`config.mk`:
```
export PLATFORM = sky130hd
export DESIGN_NAME = max_abs_identifier
export DESIGN_NICKNAME = d
export VERILOG_FILES = /design/src/rtl/max_abs_identifier_pkg.sv /design/src/rtl/max_abs_identifier_abs_sat.sv /design/src/rtl/max_abs_identifier.sv
export SDC_FILE = /design/constraint.sdc
export NUM_CORES = 1
export LEC_CHECK = 0
export CAP_MARGIN = 20
export CORE_MARGIN = 2
export CORE_UTILIZATION = 35
export CTS_CLUSTER_SIZE = 12
export DETAILED_ROUTE_END_ITERATION = 12
export PLACE_DENSITY = 0.55
export SYNTH_ARGS = -nofsm -noshare
export SYNTH_HDL_FRONTEND = slang
export SYNTH_SLANG_ARGS = --single-unit
```
`constraint.sdc`:
```
create_clock -name clock -period 13.7 [get_ports clock]
set_clock_uncertainty 0.2 [all_clocks]
set_input_delay 2.74 -clock clock [delete_from_list [all_inputs] [get_ports clock]]
set_output_delay 2.74 -clock clock [all_outputs]
set_load 0.1 [all_outputs]
```
`src/rtl/max_abs_identifier_pkg.sv`:
```
// Shared types for the matching-pursuit max-ident path: fixed-point word,
// result bundle, scan FSM encoding and the saturation ceiling.
package max_abs_identifier_pkg;

  localparam int FP_W      = 32;
  localparam int MI_ADDR_W = 8;

  typedef logic signed [FP_W-1:0] fp_32_t;

  typedef struct packed {
    fp_32_t                 value;
    logic [MI_ADDR_W-1:0]   location;
  } max_ident_result_t;

  typedef enum logic [1:0] {
    MI_IDLE  = 2'd0,
    MI_FETCH = 2'd1,
    MI_DRAIN = 2'd2
  } mi_state_t;

  localparam fp_32_t FP_32_MAX_POS = 32'h7FFF_FFFF;

endpackage

```
`src/rtl/max_abs_identifier_abs_sat.sv`:
```
// Combinational saturated absolute value: the most negative code maps to the
// largest positive code instead of wrapping back to itself.
module max_abs_identifier_abs_sat #(
  parameter int DATA_WIDTH = 32
) (
  input  logic [DATA_WIDTH-1:0] x,
  output logic [DATA_WIDTH-1:0] y
);

  localparam logic [DATA_WIDTH-1:0] MAX_POS = {1'b0, {(DATA_WIDTH-1){1'b1}}};

  function automatic logic [DATA_WIDTH-1:0] sat_abs(input logic signed [DATA_WIDTH-1:0] v);
    if (!v[DATA_WIDTH-1])
      sat_abs = v;
    else if (v[DATA_WIDTH-2:0] == '0)
      sat_abs = MAX_POS;
    else
      sat_abs = -v;
  endfunction

  assign y = sat_abs(x);

endmodule

```
`src/rtl/max_abs_identifier.sv`:
```
// Streams products[0..count-1] from the inner-product RAM and reports the
// entry with the largest saturated magnitude (lowest index wins on ties).
module max_abs_identifier
  import max_abs_identifier_pkg::*;
#(
  parameter int DATA_WIDTH = 32,
  parameter int ADDR_WIDTH = 8
) (
  input  logic                  clock,
  input  logic                  reset,
  input  logic                  start,
  input  logic [ADDR_WIDTH:0]   count,
  output logic                  read_en,
  output logic [ADDR_WIDTH-1:0] read_addr,
  input  logic [DATA_WIDTH-1:0] read_data,
  output logic                  busy,
  output logic                  done,
  output logic [DATA_WIDTH-1:0] max_value,
  output logic [DATA_WIDTH-1:0] max_abs,
  output logic [ADDR_WIDTH-1:0] max_location
);

  localparam logic [1:0] ST_IDLE  = MI_IDLE;
  localparam logic [1:0] ST_FETCH = MI_FETCH;
  localparam logic [1:0] ST_DRAIN = MI_DRAIN;

  localparam logic [ADDR_WIDTH:0] MAX_COUNT = {1'b1, {ADDR_WIDTH{1'b0}}};
  localparam logic [ADDR_WIDTH:0] ONE       = {{ADDR_WIDTH{1'b0}}, 1'b1};

  logic [1:0]            state;
  logic [ADDR_WIDTH:0]   cnt_p0;
  logic [ADDR_WIDTH:0]   req_count;
  logic [ADDR_WIDTH:0]   next_addr;
  logic [ADDR_WIDTH:0]   last_addr;
  logic                  vld_p1;
  logic [ADDR_WIDTH-1:0] addr_p1;
  logic [DATA_WIDTH-1:0] abs_p1;
  logic                  update;

  always_comb begin
    req_count = (count > MAX_COUNT) ? MAX_COUNT : count;
    next_addr = {1'b0, read_addr} + ONE;
    last_addr = cnt_p0 - ONE;
    update    = vld_p1 && (abs_p1 > max_abs);
  end

  max_abs_identifier_abs_sat #(
    .DATA_WIDTH (DATA_WIDTH)
  ) u_abs_sat (
    .x (read_data),
    .y (abs_p1)
  );

  always_ff @(posedge clock) begin
    if (reset) begin
      state        <= ST_IDLE;
      cnt_p0       <= '0;
      read_en      <= 1'b0;
      read_addr    <= '0;
      busy         <= 1'b0;
      done         <= 1'b0;
      vld_p1       <= 1'b0;
      addr_p1      <= '0;
      max_value    <= '0;
      max_abs      <= '0;
      max_location <= '0;
    end else begin
      done <= 1'b0;

      // p1: RAM word for the address issued last cycle is on read_data
      vld_p1  <= read_en;
      addr_p1 <= read_addr;
      if (update) begin
        max_abs      <= abs_p1;
        max_value    <= read_data;
        max_location <= addr_p1;
      end

      // p0: address issue / scan control
      case (state)
        ST_IDLE: begin
          if (start) begin
            max_abs      <= '0;
            max_value    <= '0;
            max_location <= '0;
            if (req_count == '0) begin
              done <= 1'b1;
            end else begin
              cnt_p0    <= req_count;
              read_en   <= 1'b1;
              read_addr <= '0;
              busy      <= 1'b1;
              state     <= (req_count == ONE) ? ST_DRAIN : ST_FETCH;
            end
          end
        end
        ST_FETCH: begin
          read_addr <= next_addr[ADDR_WIDTH-1:0];
          if (next_addr == last_addr) state <= ST_DRAIN;
        end
        ST_DRAIN: begin
          read_en <= 1'b0;
          // last word is being compared when the valid flag outlives read_en
          if (vld_p1 && !read_en) begin
            state <= ST_IDLE;
            busy  <= 1'b0;
            done  <= 1'b1;
          end
        end
        default: state <= ST_IDLE;
      endcase
    end
  end

endmodule
```
==> out/qor.tcl <==
set qor(netlist.area_leader.share_pct) 34.2
set qor(drtPass1Iterations) 4
set qor(ff2ff_setup_slack_ns) 10.25
set qor(post_synth_edffs) 0
set qor(rr_startpoint) {max_abs[14]$_SDFF_PP0_}
set qor(setup_bufs_post_cts) 0
set qor(drtAntennaViolNets) 0
set qor(wl_per_cell_um) 15.6
set qor(post_cts_resize_count) 0
set qor(relSlewSlack_pct) 29.6
set qor(gr-total-overflow) 0
set qor(cts_made_buffers) 9
set qor(cts.root.buffer_cell) {sky130_fd_sc_hd__clkbuf_16}
set qor(power_leakage_uw) 0.00315
set qor(path_max_fanout) 48
set qor(cpPeakStageDelay_ns) 0.72
set qor(synth_top_flop_cell) {sky130_fd_sc_hd__dfxtp_1}
set qor(grt_usage_pct) 17.8
set qor(first_iter_violations) 356
set qor(detailed_place_hpwl_um) 12200
set qor(layout-area-overhead-vs-synth_pct) 27.8
set qor(fin_ws_ns) 5.45
set qor(insertion_delay_ns) 0.36
set qor(fp.dieW_um) 135
set qor(antenna-diode-count) 0
set qor(cts_hold_buffers) 0
set qor(synth.lib_cells_used.distinct) 66
set qor(regToRegEndpoint) {max_abs[19]$_SDFF_PP0_}
set qor(crit_path_start_kind) {input pin}
set qor(syn_area_per_cell_um2) 8.37
set qor(floorplan.rows) 48
set qor(final.min_clock_period_ns) 8.25
set qor(data_arrival_time_of_the_worst_path_ns) 8.27
set qor(layout.area.seq_um2) 2060
set qor(io_pins) 127
set qor(final_period_util_pct) 60.2
set qor(fp.coreArea_um2) 17100
set qor(mostFrequentLayoutCells) {sky130_fd_sc_hd__clkdlybuf4s50_1, sky130_fd_sc_hd__nor2_1, sky130_fd_sc_hd__dfxtp_1}
set qor(synthesis.instances) 721
set qor(vias) 5447
set qor(first_global_vias) 5046
set qor(grt_setup_unrepaired) {false}
set qor(avgViaCountPerCell) 5.21
set qor(power_density_nw_per_um2) 93.9
set qor(worst_path_max_delay_cell) {sky130_fd_sc_hd__nor3_4}
set qor(layout-drive-gt1-share_pct) 5.72
set qor(synth-seq-area-share_pct) 34.2
set qor(syn-num-nets) 800
set qor(antenna_found_initial) 0
set qor(hold_path.class) {reg2reg}
set qor(fin_setup_tns_ns) 0
set qor(maxSlewViolCount) 0
set qor(port_buffers) 126
set qor(timing.reg2reg.worst_path_depth) 10
set qor(fmax_mhz) 121
set qor(cts.path.max_buffers) 2
set qor(setup.worst_path.start) {read_data[9]}
set qor(first_pass_grt_wire_length_um) 25800
set qor(drc) 0
set qor(ys_top_cells_by_area) {sky130_fd_sc_hd__dfxtp_1, sky130_fd_sc_hd__mux2i_1, sky130_fd_sc_hd__ha_1}
set qor(asyncSetResetFlopFracSynth_pct) 0
set qor(clock_sinks) 103
set qor(kind_of_critical_path) {in2reg}
set qor(critical_path.cell_chain) {clkdlybuf4s50_1, nor4_4, nand4_1, nor3_4, nor2b_2, a311oi_2, ha_1, nand4_1, nor4_1, and4_1, a311oi_1, o21ai_4, buf_4, mux2i_1, nor2_1}
set qor(ctsHtreeMaxLevel) 3
set qor(layout.cells.most_common) {sky130_fd_sc_hd__clkdlybuf4s50_1}
set qor(total_routed_wirelength_um) 16300
set qor(final_setup_violation_count) 0
set qor(n_fill_cell) 1696
set qor(place.gp.congestion) 0.848
set qor(timing_hold_violations_final) 0
set qor(synth-seq-cells) 103
set qor(worst_setup_path_endpoint) {max_abs[19]$_SDFF_PP0_}
set qor(clk_pin_slew_worst_paths_ns) 0.08
set qor(synth_warnings) 0
set qor(fp.dieH_um) 135
set qor(multi_input_area_um2) 3590
set qor(cpMostUsedCell) {sky130_fd_sc_hd__nand4_1}
set qor(endpoint_required_time_on_the_critical_path_ns) 13.71
set qor(fin_nets) 895
set qor(post_synth_instance_area_um2) 6040
set qor(grt_max_degree) 73
set qor(irDropWorstVdd_mv) 0.0603
set qor(drv.max_cap_violation_count) 0
set qor(placement.setup.worst_slack_ns) 4.61
set qor(tritoncts_clock_tree) {built}
set qor(largest_area_contributor_in_the_synthesized_netlist) {sky130_fd_sc_hd__dfxtp_1}
set qor(timing.critical_path.to_type) {flop}
set qor(die_footprint_um2) 18300
set qor(initial_core_util_pct) 35.4
set qor(tightest_slew_ns) 1.05
set qor(result_of_the_run) {finished clean}
==> per-layer routing <==
layer,vias to the layer above,share of wire [%],track usage [%]
li1,2746,-,-
met4,0,1.7,6.08
met3,23,6.7,5.05
met5,-,0,0
met2,125,48,29.5
met1,2553,44,22.1
==> worst max-delay path: cells and delay by family <==
family / cells / cell delay (ns)
AND/OR/NAND/NOR: 8 / 3.02
buffers and inverters: 2 / 1.22
AO/OA/AOI/OAI: 3 / 0.70
multiplexers: 1 / 0.27
adder cells (fa/ha/maj): 1 / 0.23
==> kinds of logic (layout without fill, tap and decap cells) <==
family / Yosys count / after routing / share of synthesized area (%)
xor+xnor: 19 / 19 / 2.76
buf+inv: 94 / 194 / 6.51
mux: 70 / 70 / 11.6
fa+ha+maj: 35 / 35 / 7.25
compound gates: 131 / 131 / 13.9
flops: 103 / 103 / 34.2
simple gates: 269 / 269 / 23.8
==> power by group <==
part | internal [µW] | switching [µW] | total [µW]
Clock | 133 | 127 | 260
Sequential | 306 | 5.54 | 311
Combinational | 54.5 | 98.7 | 153
==> how the worst min path moves through the flow <==
stage,from,end,depth (start not counted)
after floorplan,addr_p1[0]$_SDFF_PP0_,max_location[0]$_SDFF_PP0_,2
after global placement,addr_p1[3]$_SDFF_PP0_,max_location[3]$_SDFF_PP0_,2
after detailed placement,addr_p1[1]$_SDFF_PP0_,max_location[1]$_SDFF_PP0_,2
after CTS,addr_p1[1]$_SDFF_PP0_,max_location[1]$_SDFF_PP0_,2
after global routing,addr_p1[2]$_SDFF_PP0_,max_location[2]$_SDFF_PP0_,2
final,addr_p1[3]$_SDFF_PP0_,max_location[3]$_SDFF_PP0_,2
==> cell usage after synthesis, drive strengths merged (11+ instances only) <==
cell type	instances
nor2	113
dfxtp	103
mux2i	70
inv	49
a21oi	40
nand2	36
ha	35
clkbuf	29
o21ai	26
a31oi	21
nor3	20
nand3	17
buf	16
nor2b	13
xnor2	13
nor3b	11
==> registers in the layout, summed over array words and instances (netlist names) <==
signal / count
addr_p1: 8
cnt_p0: 9
max_abs: 32
busy: 1
vld_p1: 1
done: 1
max_value: 32
state: 2
max_location: 8
read_en: 1
read_addr: 8
==> through the flow <==
step	total power [µW]	hold WS [ns]	instances	instance area, µm²	utilization [%]
after global routing	760	0.289	1046	7710	45.2
after detailed placement	471	0.253	1029	7390	43.3
after global placement	470	0.243	1029	7390	43.3
after CTS	733	0.272	1045	7690	45.1
final	725	0.265	1046	7710	45.2
after floorplan	426	0.237	721	6040	-
==> layout make-up <==
type | instances | area share [%]
Multi-Input combinational cell | 524 | 46.6
Inverter | 49 | 2.38
Clock buffer | 10 | 3.10
Timing Repair Buffer | 129 | 16.7
Sequential cell | 103 | 26.7
Clock inverter | 6 | 0.827
Tap cell | 225 | 3.65
(Power assumes the default switching activity.)
==> RTL change: new RTL, same settings <==
Set the parameter `ADDR_WIDTH` to 10 (it was 8).
--- a/src/rtl/max_abs_identifier.sv
+++ b/src/rtl/max_abs_identifier.sv
@@ -5,5 +5,5 @@
 #(
   parameter int DATA_WIDTH = 32,
-  parameter int ADDR_WIDTH = 8
+  parameter int ADDR_WIDTH = 10
 ) (
   input  logic                  clock,
Ports: changed (resized count, max_location and read_addr); port bits go from 127 to 133. The function was not compared with the original's and may differ.
==> RTL change against the original RTL <==
- routed wire length up 4.0%
- synthesized cell count down 1.5%
- first-iteration DRC count down 42%
- sequential cell count up 8
- critical path depth up 2
- area after synthesis up 2.7%
- count of clock-buffer cells in the layout up 1
- setup slack better by 0.70 ns
- total power up 7.5%
- cell area up 3.5%
- register-to-register slack better by 0.14 ns
==> RTL change: results (changes against the original RTL) <==
| Metric | Value |
|---|---|
| Outcome | complete, no violations |
| GRT Overall Usage | 18.54% (+0.78 points) |
| Wire length of the first global-routing pass | 27010 um (+4.5%) |
| Largest net degree at the start of global routing | 75 (+2.7%) |
| Vias in the first global route | 5191 (+2.9%) |
| Share of cells above drive strength 1 | 9.432% (+3.7 points) |
| Placed Instances | 1036 (+0.68%) |
| Critical Path AT | 7.56 ns (-0.71 ns) |
| Dpl hpwl | 12880 um (+5.8%) |
| Clk_lat worst skew | 0.36 ns (about the same) |
| P_sw | 0.2498 mW (+8.1%) |
| Top cells by area, synth | dfxtp_1, mux2i_1, ha_1 |
| Crit-path slowest cell | buf_4 |
| Post-synthesis sequential area ratio | 35.84% (+1.7 points) |
| Synth cell types | 57 (-14%) |
| Peak per-stage delay on the critical path | 0.67 ns (-0.05 ns) |
| Synth top cells by count | dfxtp_1, nor2_1, mux2i_1 |
| NumNets Final | 903 (+0.89%) |
| Drt wl/cell | 16.08 um (+3.4%) |
| PortBufs | 132 (+4.8%) |
| Final GP Congestion | 0.8267 (-2.5%) |
| Syn nets | 791 (-1.1%) |
| Leak | 3.165 nW (+0.62%) |
| Least-Margin Pin Slew | 1.047 ns (-0.005358 ns) |
| Crit path max fanout | 55 (+15%) |
| Drt initial violations | 205 (-42%) |
| Mapped Cells | 710 (-1.5%) |
RTL change: cell types whose count changed in the layout (fill, tap and decap cells not counted), sizes merged, moves of 8 or more:
cell / delta
a211oi: +22
xor2: +20
a31oi: -17
mux2i: -17
nand2: +15
inv: -12
xnor2: +10
dfxtp: +8
nor2: -8
RTL change: kinds of logic after synthesis:
family,count (synthesis),share of synthesized area (%)
buffers and inverters,74,4.924
adders and majority gates,35,7.064
DFF,111,35.84
muxes,53,8.557
xor gates and xnor gates,49,6.922
AOI/OAI and AO/OA,123,14.67
and+or+nand+nor,265,22.02
RTL change: cell type report:
class	instances	area, um^2
clock inverters	5	40.04
inverters	38	142.6
fillers	1702	9314
clock buffers	11	252.7
well taps	225	281.5
flip-flops and latches	111	2222
multi-input cells	525	3685
repair buffers	137	1359
RTL change: critical path, delay by kind of cell:
kind | cells | cell delay (ns)
buffers and inverters | 3 | 1.30
multiplexers | 2 | 0.53
AO/OA/AOI/OAI | 3 | 0.43
AND/OR/NAND/NOR | 7 | 2.12
adder cells (fa/ha/maj) | 2 | 0.39
RTL change: power groups by stage:
| stage | clock (mW) | combinational, mW | sequential, mW |
|---|---|---|---|
| 3_3_place_gp | 0 | 0.178 | 0.345 |
| 6_report | 0.262 | 0.179 | 0.337 |
| 2_1_floorplan | 0 | 0.0860 | 0.385 |
| 3_5_place_dp | 0 | 0.180 | 0.345 |
| 5_1_grt | 0.284 | 0.195 | 0.339 |
| 4_1_cts | 0.271 | 0.181 | 0.338 |
RTL change: path summary, 6_finish.rpt:
path	start	end	slack (ns)	depth (start not counted)
max	read_data[1]	max_value[20]$_SDFF_PP0_	6.15	17
min	busy$_SDFFE_PP0P_	busy$_SDFFE_PP0P_	0.26	2
max reg2reg	max_abs[13]$_SDFF_PP0_	max_value[20]$_SDFF_PP0_	10.39	10
min reg2reg	busy$_SDFFE_PP0P_	busy$_SDFFE_PP0P_	0.26	2
RTL change: per-layer routing:
| layer | vias to the layer above | global-route usage, % | share of wire, % |
|---|---|---|---|
| li1 | 2700 | - | - |
| met1 | 2544 | 22.29 | 44 |
| met2 | 98 | 32.56 | 50 |
| met3 | 11 | 4.778 | 5.1 |
| met4 | 0 | 5.155 | 1.1 |
| met5 | - | 0 | 0 |
RTL change: metrics by stage:
stage          worst slack, ns  hold WS, ns  utilization [%]  area, um^2
2_1_floorplan            7.102       0.2365                -        6200
3_3_place_gp             5.871       0.2401            44.46        7690
3_5_place_dp             5.793       0.2530            44.46        7690
4_1_cts                  6.137       0.2620            46.15        7983
5_1_grt                  5.763       0.2836            46.15        7983
6_report                 6.151       0.2605            46.15        7983
